<file path="src/rtl/risc_datapath.sv">
// risc_datapath: PC, IR, operand data register (DR), accumulator (AC), ALU and
// memory-port drive for the 8-state accumulator machine. The controller drives
// the strobes. The datapath returns the opcode and the zero flag.
// Instruction word layout: {opcode[OPW-1:0], operand_addr[AW-1:0]}.
//
// Strobe semantics: there is no valid/ready handshake on this block. Every
// strobe is a single-cycle command. It is sampled at the rising edge of clk,
// and the loaded value appears on the outputs right after that edge. The memory
// must return mem_rdata combinationally while mem_re is high. The write data is
// taken from mem_wdata while mem_we is high.
module risc_datapath #(
  parameter int DW  = 8,
  parameter int AW  = 5,
  parameter int OPW = 3
) (
  input  logic           clk,
  input  logic           rst,
  input  logic           sel,
  input  logic           rd,
  input  logic           ld_ir,
  input  logic           inc_pc,
  input  logic           ld_ac,
  input  logic           ld_pc,
  input  logic           wr,
  input  logic           data_e,
  input  logic [DW-1:0]  mem_rdata,
  output logic [AW-1:0]  mem_addr,
  output logic [DW-1:0]  mem_wdata,
  output logic           mem_re,
  output logic           mem_we,
  output logic [OPW-1:0] opcode,
  output logic           zero,
  output logic [AW-1:0]  pc,
  output logic [DW-1:0]  ac
);

  // An instruction must exactly fill one data word.
  if (DW != OPW + AW) begin : g_bad_width
    $error("risc_datapath: DW must equal OPW + AW");
  end

  // Opcode map
  localparam logic [OPW-1:0] OP_HLT = OPW'(0);
  localparam logic [OPW-1:0] OP_SKZ = OPW'(1);
  localparam logic [OPW-1:0] OP_ADD = OPW'(2);
  localparam logic [OPW-1:0] OP_AND = OPW'(3);
  localparam logic [OPW-1:0] OP_XOR = OPW'(4);
  localparam logic [OPW-1:0] OP_LDA = OPW'(5);
  localparam logic [OPW-1:0] OP_STO = OPW'(6);
  localparam logic [OPW-1:0] OP_JMP = OPW'(7);

  logic [AW-1:0] pc_q;
  logic [DW-1:0] ir_q;
  logic [DW-1:0] dr_q;
  logic [DW-1:0] ac_q;

  logic [OPW-1:0] ir_op;
  logic [AW-1:0]  ir_addr;
  logic [DW-1:0]  alu_result;
  logic [AW-1:0]  pc_next;
  logic           ac_zero;
  logic           dr_load;

  assign ir_op   = ir_q[DW-1:AW];
  assign ir_addr = ir_q[AW-1:0];
  assign ac_zero = (ac_q == '0);

  // DR captures operand fetches only. These are reads addressed by the IR,
  // excluding the instruction fetch itself. DR then holds the operand for
  // the later ALU and store states.
  assign dr_load = rd && !sel && !ld_ir;

  // Memory port and controller-facing outputs.
  always_comb begin
    mem_addr  = sel ? pc_q : ir_addr;
    mem_re    = rd;
    mem_we    = wr;
    mem_wdata = data_e ? ac_q : '0;
    opcode    = ir_op;
    zero      = ac_zero;
    pc        = pc_q;
    ac        = ac_q;
  end

  // ALU: the operation is chosen by the opcode currently held in IR.
  // HLT, SKZ, STO and JMP leave the accumulator unchanged.
  always_comb begin
    alu_result = ac_q;
    case (ir_op)
      OP_ADD:  alu_result = ac_q + dr_q;
      OP_AND:  alu_result = ac_q & dr_q;
      OP_XOR:  alu_result = ac_q ^ dr_q;
      OP_LDA:  alu_result = dr_q;
      OP_HLT,
      OP_SKZ,
      OP_STO,
      OP_JMP:  alu_result = ac_q;
      default: alu_result = ac_q;
    endcase
  end

  // Next PC: a jump has priority over an increment. A taken SKZ skips one
  // word. The arithmetic wraps modulo 2^AW.
  always_comb begin
    pc_next = pc_q;
    if (ld_pc) begin
      pc_next = ir_addr;
    end else if (inc_pc) begin
      if (ir_op == OP_SKZ && ac_zero) begin
        pc_next = pc_q + AW'(2);
      end else begin
        pc_next = pc_q + AW'(1);
      end
    end
  end

  // Program counter register.
  always_ff @(posedge clk or posedge rst) begin
    if (rst) begin
      pc_q <= '0;
    end else begin
      pc_q <= pc_next;
    end
  end

  // Instruction register. A reset value of 0 decodes as HLT.
  always_ff @(posedge clk or posedge rst) begin
    if (rst) begin
      ir_q <= '0;
    end else if (ld_ir) begin
      ir_q <= mem_rdata;
    end
  end

  // Operand data register.
  always_ff @(posedge clk or posedge rst) begin
    if (rst) begin
      dr_q <= '0;
    end else if (dr_load) begin
      dr_q <= mem_rdata;
    end
  end

  // Accumulator. The ALU reads the pre-edge IR, so a simultaneous ld_ir
  // does not change the operation that is applied.
  always_ff @(posedge clk or posedge rst) begin
    if (rst) begin
      ac_q <= '0;
    end else if (ld_ac) begin
      ac_q <= alu_result;
    end
  end

endmodule

</file>
<file path="config.mk">
export PLATFORM = sky130hd
export DESIGN_NAME = risc_datapath
export DESIGN_NICKNAME = d
export VERILOG_FILES = /design/src/rtl/risc_datapath.sv
export SDC_FILE = /design/constraint.sdc
export NUM_CORES = 1
export LEC_CHECK = 0
export CAP_MARGIN = 5
export CORE_MARGIN = 10
export CORE_UTILIZATION = 40
export CTS_CLUSTER_DIAMETER = 150
export DETAILED_ROUTE_END_ITERATION = 8
export PLACE_DENSITY = 0.67
export SKIP_CTS_REPAIR_TIMING = 1
export SLEW_MARGIN = 20
export SYNTH_ARGS = -nofsm -noshare
export SYNTH_HDL_FRONTEND = slang
export SYNTH_SLANG_ARGS = --single-unit
</file>
<file path="constraint.sdc">
create_clock -name clk -period 5.45 [get_ports clk]
set_input_delay 1.635 -clock clk [delete_from_list [all_inputs] [get_ports clk]]
set_output_delay 1.635 -clock clk [all_outputs]
set_load 0.005 [all_outputs]
</file>
After elaboration in Yosys (flattened, before gate mapping)

Cells that the tools add are included.

Register bits after elaboration: 29
Input port bits: 18
Logic and storage cells: 33

$add $sub $neg: 3
Reductions and logical operators: 10
Bitwise operators: 3
Multiplexer cells: 6
Equality and inequality tests: 7

Operators by type and width:

| cell                  | number |
|---|---|
| $pmux W8 S4           | 1 |
| $mux W5               | 4 |
| $eq A3 B3 Y1 const B  | 4 |
| $add A8 B8 Y8         | 1 |
| $and A8 B8 Y8         | 1 |
| $logic_not A8 Y1      | 1 |
| $mux W8               | 1 |
| $xor A8 B8 Y8         | 1 |
| $eq A3 B2 Y1 const B  | 2 |
| $add A5 B1 Y5 const B | 1 |
| $add A5 B2 Y5 const B | 1 |
| $reduce_or A4 Y1      | 1 |
| $eq A3 B1 Y1 const B  | 1 |
| $logic_and A1 B1 Y1   | 3 |
| $logic_not A3 Y1      | 1 |
| $logic_not A1 Y1      | 2 |
| $reduce_and A2 Y1     | 1 |
| $reduce_bool A2 Y1    | 1 |
| $not A1 Y1            | 1 |

Logic depth before layout (Yosys ltp)

Gate-level depths: netlist of the first run.

Depth after elaboration: 5
Depth in mapped cells: 8
Depth with buffers taken out: 8

Worst setup path before layout of the first run

No wires, ideal clock.

Kind: input -> output
Start: input port sel
End: output port mem_addr[0]
Arrival time: 2.227 ns
Data required time: 3.815 ns
Buffers on the path: 1
Stages: 2
Path slack: 1.588 ns
Cells stage by stage: clkbuf_1 > mux2_2

Word-level cells in the longest chain between the ends: 1

RTL lines:

| element         | line | RTL |
|---|---|---|
| start, declared | 18   | `input logic sel,` |
| $mux W5         | 75   | `mem_addr = sel ? pc_q : ir_addr;` |
| end, declared   | 27   | `output logic [AW-1:0] mem_addr,` |

No other way between the ends.

Worst setup path in the final report of the first run

Start: input port sel
End: output port mem_addr[1]

Same word-level chain as after synthesis.

==> results of run 1 <==
## placed cells by master, fill, tap and decap left out, drive strengths merged, types with 8 or more instances in the layout
cell type      count
dfrtp             29
mux2              22
o21ai             16
ha                10
mux2i             13
a21oi              9
inv                9
clkdlybuf4s50     47
nand2             18
and2               8
## power by group through the flow
stage | Combinational (mW) | Clock (mW) | Sequential [mW]
6_report | 0.480 | 0.231 | 0.338
5_1_grt | 0.537 | 0.245 | 0.351
4_1_cts | 0.484 | 0.238 | 0.340
3_5_place_dp | 0.480 | 0 | 0.343
3_3_place_gp | 0.475 | 0 | 0.342
2_1_floorplan | 0.305 | 0 | 0.321
## state kept, by name, indices dropped and copies added (netlist names)
register  cells
ac            8
dr_q          8
ir_q          8
pc            5
## cells by family (layout without fill, tap and decap cells)
group / after synthesis / in the layout / share of synthesized area (%)
AND/OR/NAND/NOR: 55 / 55 / 15.38
multiplexers: 35 / 35 / 19.15
flip-flops: 29 / 29 / 36.41
XOR/XNOR: 6 / 6 / 2.637
AO/OA/AOI/OAI: 40 / 40 / 12.24
buffers and inverters: 24 / 64 / 6.905
adder cells (fa/ha/maj): 11 / 11 / 7.282
## layer usage
metal / global-route usage (%) / part of all wire [%] / up-vias
li1: - / - / 791
met1: 14.54 / 46 / 769
met2: 18.93 / 48 / 36
met3: 3.325 / 5.4 / 6
met4: 4.377 / 1.3 / 0
met5: 0 / 0 / -
## worst max-delay path: cells and delay by family
family	cells	cell delay (ns)
buf+inv	2	1.09
mux	1	0.38
## final timing paths
| check | start | endpoint | slack [ns] | cells past startpoint |
|---|---|---|---|---|
| max | sel | mem_addr[1] | 0.71 | 3 |
| min | ir_q[1]$_DFFE_PP0P_ | pc[1]$_DFFE_PP0P_ | 0.52 | 2 |
| max reg2reg | ac[2]$_DFFE_PP0P_ | pc[3]$_DFFE_PP0P_ | 3.18 | 5 |
| min reg2reg | ir_q[1]$_DFFE_PP0P_ | pc[1]$_DFFE_PP0P_ | 0.52 | 2 |
| max in group asynchronous | rst | ir_q[5]$_DFFE_PP0P_ | 3.29 | 2 |
| min in group asynchronous | rst | ir_q[4]$_DFFE_PP0P_ | 1.76 | 2 |
## through the flow
stage / hold slack, ns / instances
after floorplan: 0.4637 / 200
final: 0.5206 / 307
after CTS: 0.5253 / 307
after detailed placement: 0.5015 / 299
after global placement: 0.5060 / 299
after global routing: 0.5617 / 307
## layout make-up
type	instances	area [um2]
repair buffers	47	470.5
multi-input cells	147	1130
flip-flops and latches	29	725.7
fillers	451	2226
clock buffers	7	86.33
inverters	9	33.78
clock inverters	1	30.03
well taps	67	83.83
==> results.md, run 1 <==
- Detailed Routing Iterations Pass 1: 4
- Sequential share of the synthesized area: 36.41%
- Synthesized area: 1993 um2
- WL final: 4.852 mm
- Post-Place Worst Slack: 0.6931 ns
- First-pass GRT wire length: 8.045 mm
- Total core area: 4786 um2
- Outcome: finished clean
- Crit path largest cell delay: 0.63 ns
- Cell with the most instances after synthesis: dfrtp_1
- Max IR drop VDD: 191.8 uV
- CP most frequent cell: clkdlybuf4s50_1
- Top cells by count, synth: 29 x dfrtp_1, 21 x mux2_2, 18 x nand2_1
- Vias: 1602
- #FFs+latches synth: 29
- CP max stage cell: clkdlybuf4s50_1
- Share of power burned in registers: 32.3%
- Crit start category: primary input
- YS warnings: 0
- PnR Total Power: 1.049 mW
- Worst slew pin tran: 1.072 ns
- Synth cell types: 49
- Number of synthesized flops with an enable pin: 0
- Die area: 8207 um2
- Root Driver: clkbuf_8
- Setup-failing EPs final: 0
- Ys async rst share: 100.0%
- Syn Area/Cell: 9.966 um2
- Clk_lat worst skew: 0.27 ns
- Grt ovf: 0
- # DRC: 0
- Leak: 1.100 nW
- Mapped Nets: 229
- Top fanout value on the critical path: 6
- Gate power share: 45.8%
- WS Path Type: in -> out
- Placed instance area: 2444 um2
- Sw frac: 34.23%
- Final hold violation count: 0
- Design area: 2560 um2
- CTS buffer count: 5
- H-Tree Depth: 2
- Die H: 90.59 um
- Initial DRC count: 68
- RSZ-0062 raised after global routing: no
- CTS Buffer Depth: 2
- Fmax: 211.2 MHz
- CTS tree: yes
- Diodes inserted: 0
- Top cells by area, synth: dfrtp_1 36%, mux2_2 12%, mux2i_1 6.5%
- Initial antenna violation count: 0
- Yosys top cell by area: dfrtp_1
- Critical path required time: 3.82 ns
- Max Cap Violations: 0
- WL/cell: 15.80 um
- Die width: 90.59 um
- Psw: 359.1 uW
- Global Route Usage Sum: 11.78%
- Clock Power Share: 22.0%
- RD Place Congestion: 0.8237
- Synth top area share: 36.41%
- Layout area overhead: 28.44%
- Skew final: 0.004417 ns
- Pwr/cell area: 409.7 nW/um2
- Crit share post-route: 86.89%
- Ratio of cells with drive above 1 in the final layout: 14.58%
- Vias in the first global route: 1582
- Tightest slew margin relative to the limit: 28.04%
- Starting Density: 41.65%
- Worst-path clk slew: 0.06 ns
- Site Rows: 25
- CP endpoint kind: output port
- CP arrival: 3.10 ns
- # port buffers: 47
- Setup TNS: 0 ns
- Clock sinks: 29
- Primary FF master, synth: dfrtp_1
- Fin. max-slew vios: 0
- Setup ws final: 0.7144 ns
- Io pins: 50
- Final min period: 4.736 ns
- Largest net degree at the start of global routing: 30
- Net count, final: 268
- Hold/Removal Path Class: reg -> reg
- Detailed Place HPWL: 3.738 mm
- Mapped Cells: 200
- Vias per cell: 5.218
- Final core utilization: 53.49%
- Crit-path cells: clkdlybuf4s50_1 > mux2_2 > clkdlybuf4s50_1
- Cell Int Power: 689.8 uW
- Final ANT Viol Nets: 0
Note: power is estimated with default switching activity, not from simulation.
==> run 2: changes to the inputs <==
- CORE_UTILIZATION: 40 -> 45
- PLACE_DENSITY: 0.67 -> 0.77
- clock period: 5.45 -> 4.1 ns (I/O delays scaled with it)
==> results.md, run 2 (synthesis results as in run 1) <==
- Clock sinks: 29 (unchanged)
- CP endpoint kind: output port
- Critical path required time: 2.87 ns (-0.95 ns)
- Final core utilization: 59.11% (+5.6 points)
- # DRC: 0 (unchanged)
- Setup TNS: 0 ns (unchanged)
- Placed instance area: 2440 um2 (-0.15%)
- Clk_lat worst skew: 0.28 ns (about the same)
- Detailed Place HPWL: 3.739 mm (about the same)
- Design area: 2556 um2 (-0.15%)
- Layout filler cell count: 386 (-14%)
- Final hold violation count: 0 (unchanged)
- Grt ovf: 0 (unchanged)
- Worst-path clk slew: 0.06 ns (about the same)
- Worst Hold Launch: ir_q[1]$_DFFE_PP0P_
- Io pins: 50 (unchanged)
- Setup ws final: 0.1982 ns (-0.5163 ns)
- RSZ-0062 raised after global routing: no
- Largest net degree at the start of global routing: 30 (unchanged)
- WL final: 4.776 mm (-1.6%)
- Max IR drop VDD: 333.7 uV (+74%)
- Total core area: 4324 um2 (-9.6%)
- Outcome: finished clean
- Vias per cell: 5.490 (+5.2%)
- Leak: 1.111 nW (+0.97%)
- WS Path Type: in -> out
- Final min period: 3.902 ns
- CTS buffer count: 5 (unchanged)
- Diodes inserted: 0 (unchanged)
- Initial antenna violation count: 0 (unchanged)
- Vias in the first global route: 1632 (+3.2%)
- Post-Layout Cell Count: 294 (-4.2%)
- Hold/Removal Path Class: reg -> reg
- Setup-failing EPs final: 0 (unchanged)
- PnR Total Power: 1.401 mW (+34%)
- Fmax: 256.3 MHz
- CP arrival: 2.67 ns (-0.43 ns)
- Max Cap Violations: 0 (unchanged)
- Crit start category: primary input
- Hold EP: pc[1]$_DFFE_PP0P_
- Tightest slew margin relative to the limit: 33.52% (+5.5 points)
- CTS tree: yes
- Fin. max-slew vios: 0 (unchanged)
- Vias: 1614 (+0.75%)
- Detailed Routing Iterations Pass 1: 4 (unchanged)
- Pwr/cell area: 548.0 nW/um2 (+34%)
- Die width: 86.55 um (-4.5%)
- R2r worst-path depth: 5 (unchanged)
- Placed Cells: 286 (-4.3%)
- # port buffers: 47 (unchanged)
- Worst r2r src: ac[2]$_DFFE_PP0P_
- Crit share post-route: 95.17%
- RD Place Congestion: 0.8351 (+1.4%)
- Root Driver: clkbuf_8
- Top fanout value on the critical path: 6 (unchanged)
- Worst slew pin tran: 0.9905 ns (-0.08160 ns)
- Most frequent cells in the layout: 47 x clkdlybuf4s50_1, 29 x dfrtp_1, 21 x mux2_2, 18 x nand2_1
- Global Route Usage Sum: 13.30% (+1.5 points)
- CTS Buffer Depth: 2 (unchanged)
- R2R Path End: pc[3]$_DFFE_PP0P_
- Hold Slack: 0.5133 ns (-0.007316 ns)
- R2R Setup Slk: 1.81 ns (-1.37 ns)
- Layout area overhead: 28.25%
- Net count, final: 270 (+0.75%)
- H-Tree Depth: 2 (unchanged)
- Ratio of cells with drive above 1 in the final layout: 14.88% (+0.29 points)
- Skew final: 0.007541 ns (+0.003125 ns)
- Site Rows: 24 (-4.0%)
- Die area: 7491 um2 (-8.7%)
- Commonest non-fill, non-tap cell in the layout: clkdlybuf4s50_1
- Starting Density: 46.09% (+4.4 points)
- Post-Place Worst Slack: 0.1806 ns (-0.5125 ns)
- Final ANT Viol Nets: 0 (unchanged)
- Hold-critical path depth: 2 (unchanged)
- Initial DRC count: 81 (+19%)
- Die H: 86.55 um (-4.5%)
- WL/cell: 16.24 um (+2.8%)
- First-pass GRT wire length: 8.038 mm (about the same)
==> run 2: where the power goes <==
part | switching, mW | internal (mW) | leakage (nW)
combinational | 0.285 | 0.366 | 0.708
clock | 0.107 | 0.198 | 0.0585
sequential | 0.0891 | 0.355 | 0.344
==> run 2: per-layer routing <==
layer | share of wire, % | GRT usage [%] | wire [um]
met1 | 42 | 15.43 | 1999
met2 | 52 | 22.42 | 2464
met3 | 5.2 | 4.034 | 250
met4 | 1.3 | 5.007 | 62
met5 | 0 | 0 | 0
==> run 2: layout make-up <==
class	count	area, um2	area share, %
Tap cell	52	65.06	2.545
Multi-Input combinational cell	147	1130	44.20
Timing Repair Buffer	49	485.5	18.99
Clock inverter	1	30.03	1.175
Inverter	9	33.78	1.322
Sequential cell	29	725.7	28.39
Clock buffer	7	86.33	3.377
==> run 2: how the worst max path moves through the flow <==
stage,startpoint,to,depth (start not counted)
after global routing,sel,mem_addr[4],3
after CTS,sel,mem_addr[4],3
after detailed placement,sel,mem_addr[4],3
after global placement,sel,mem_addr[3],3
after floorplan,sel,mem_addr[0],2
final,sel,mem_addr[4],3
==> run 2: critical path, cell delays in order <==
cell	delay, ns
clkdlybuf4s50_1	0.62
mux2_2	0.37
clkdlybuf4s50_1	0.45
==> run 3: changes to the inputs <==
- CORE_MARGIN: 10 -> unset
==> results.md, run 3 (synthesis results as in run 1) <==
- Site Rows: 23 (-4.2%)
- FF/Latch Area: 725.7 um2 (unchanged)
- Vias in the first global route: 1439 (-12%)
- Vias: 1621 (+0.43%)
- Detailed Place HPWL: 3.344 mm (-11%)
- Crit start category: primary input
- CTS Buffer Depth: 2 (unchanged)
- Io pins: 50 (unchanged)
- WL final: 4.437 mm (-7.1%)
- RD Place Congestion: 0.8670 (+3.8%)
- Final hold violation count: 0 (unchanged)
- Fin. max-slew vios: 0 (unchanged)
- PnR Total Power: 1.316 mW (-6.0%)
- CP arrival: 2.70 ns (+0.03 ns)
- Root Driver: clkbuf_8
- Die area: 4699 um2 (-37%)
- Ratio of cells with drive above 1 in the final layout: 14.52% (-0.35 points)
- Worst-path clk slew: 0.06 ns (about the same)
- Crit share post-route: 95.91% (+0.75 points)
- Fmax: 254.3 MHz (-0.78%)
- # DRC: 0 (unchanged)
- Vias per cell: 5.570 (+1.5%)
- CTS tree: yes
- CP endpoint kind: output port
- Max Cap Violations: 0 (unchanged)
- Most frequent cells in the layout: 47 x clkdlybuf4s50_1, 29 x dfrtp_1, 21 x mux2_2, 18 x nand2_1
- CTS buffer count: 5 (unchanged)
- Setup TNS: 0 ns (unchanged)
- Clock sinks: 29 (unchanged)
- Initial antenna violation count: 0 (unchanged)
- Leak: 1.092 nW (-1.6%)
- WL/cell: 15.25 um (-6.1%)
- Detailed Routing Iterations Pass 1: 4 (unchanged)
- Initial DRC count: 104 (+28%)
- Hold Slack: 0.5223 ns (+0.008961 ns)
- Net count, final: 269 (-0.37%)
- Final core utilization: 61.05% (+1.9 points)
- Die H: 68.55 um (-21%)
- Top fanout value on the critical path: 6 (unchanged)
- Final ANT Viol Nets: 0 (unchanged)
- Layout filler cell count: 373 (-3.4%)
- Total core area: 4115 um2 (-4.8%)
- # port buffers: 47 (unchanged)
- Tightest slew margin relative to the limit: 31.12% (-2.4 points)
- Grt ovf: 0 (unchanged)
- First-pass GRT wire length: 6.989 mm (-13%)
- Max IR drop VDD: 267.2 uV (-20%)
- Final min period: 3.932 ns (+0.03068 ns)
- Clk_lat worst skew: 0.29 ns (about the same)
- Layout area overhead: 26.05%
- Setup ws final: 0.1675 ns (-0.03068 ns)
- H-Tree Depth: 2 (unchanged)
- Starting Density: 48.43% (+2.3 points)
- Post-Place Worst Slack: 0.1584 ns (-0.02227 ns)
- Diodes inserted: 0 (unchanged)
- Skew final: 0.006293 ns (-0.001248 ns)
- Multi-input logic area: 1130 um2 (unchanged)
- Pwr/cell area: 523.9 nW/um2 (-4.4%)
- Worst slew pin tran: 1.026 ns (+0.03574 ns)
- Global Route Usage Sum: 21.11% (+7.8 points)
- Setup-failing EPs final: 0 (unchanged)
- Hold/Removal Path Class: reg -> reg
- Critical path required time: 2.87 ns (about the same)
- Die width: 68.55 um (-21%)
- Commonest non-fill, non-tap cell in the layout: clkdlybuf4s50_1
- Outcome: finished clean
- Largest net degree at the start of global routing: 30 (unchanged)
- WS Path Type: in -> out
- RSZ-0062 raised after global routing: no
==> run 3: changes by cell type in the layout (fill, tap and decap cells not counted) <==
cell       delta
buf_4         -1
clkbuf_8      -1
clkinv_2      +2
bufinv_16     -1
==> run 3: path summary, 6_finish.rpt <==
| check | startpoint | to | slack [ns] | cells past startpoint |
|---|---|---|---|---|
| setup / recovery | sel | mem_addr[2] | 0.17 | 3 |
| hold / removal | ir_q[1]$_DFFE_PP0P_ | pc[1]$_DFFE_PP0P_ | 0.52 | 2 |
| setup reg to reg | ac[2]$_DFFE_PP0P_ | pc[3]$_DFFE_PP0P_ | 1.82 | 5 |
| hold reg to reg | ir_q[1]$_DFFE_PP0P_ | pc[1]$_DFFE_PP0P_ | 0.52 | 2 |
| max in group asynchronous | rst | ac[5]$_DFFE_PP0P_ | 2.51 | 3 |
| min in group asynchronous | rst | ir_q[5]$_DFFE_PP0P_ | 1.32 | 3 |
==> run 3: final cells by class <==
cell class | instances | area share, %
multi-input combinational | 147 | 44.97
sequential | 29 | 28.88
timing repair buffer | 48 | 19.02
clock buffer | 6 | 2.888
tap | 50 | 2.490
inverter | 9 | 1.345
clock inverter | 2 | 0.3984
==> run 3: critical path, cell delays in order <==
cell and delay, ns:
clkdlybuf4s50_1 0.65, mux2_2 0.38, clkdlybuf4s50_1 0.45
==> run 3: metal layers <==
layer | share of wire [%] | vias up | wire length [um] | GRT usage [%]
met4 | 1.4 | 0 | 61 | 9.115
met1 | 48 | 789 | 2111 | 28.10
met3 | 4.1 | 6 | 183 | 5.428
met2 | 47 | 36 | 2081 | 32.23
li1 | - | 790 | - | -
met5 | 0 | - | 0 | 0
==> run 3: power breakdown <==
part,internal (mW),switching (mW)
sequential,0.355,0.0950
combinational,0.364,0.270
clock,0.117,0.115
==> run 3: through the flow <==
stage                     cells  instance area (um2)
final                       291                 2512
after global routing        291                 2512
after CTS                   291                 2512
after detailed placement    283                 2430
after global placement      283                 2430
after floorplan             200                 1993
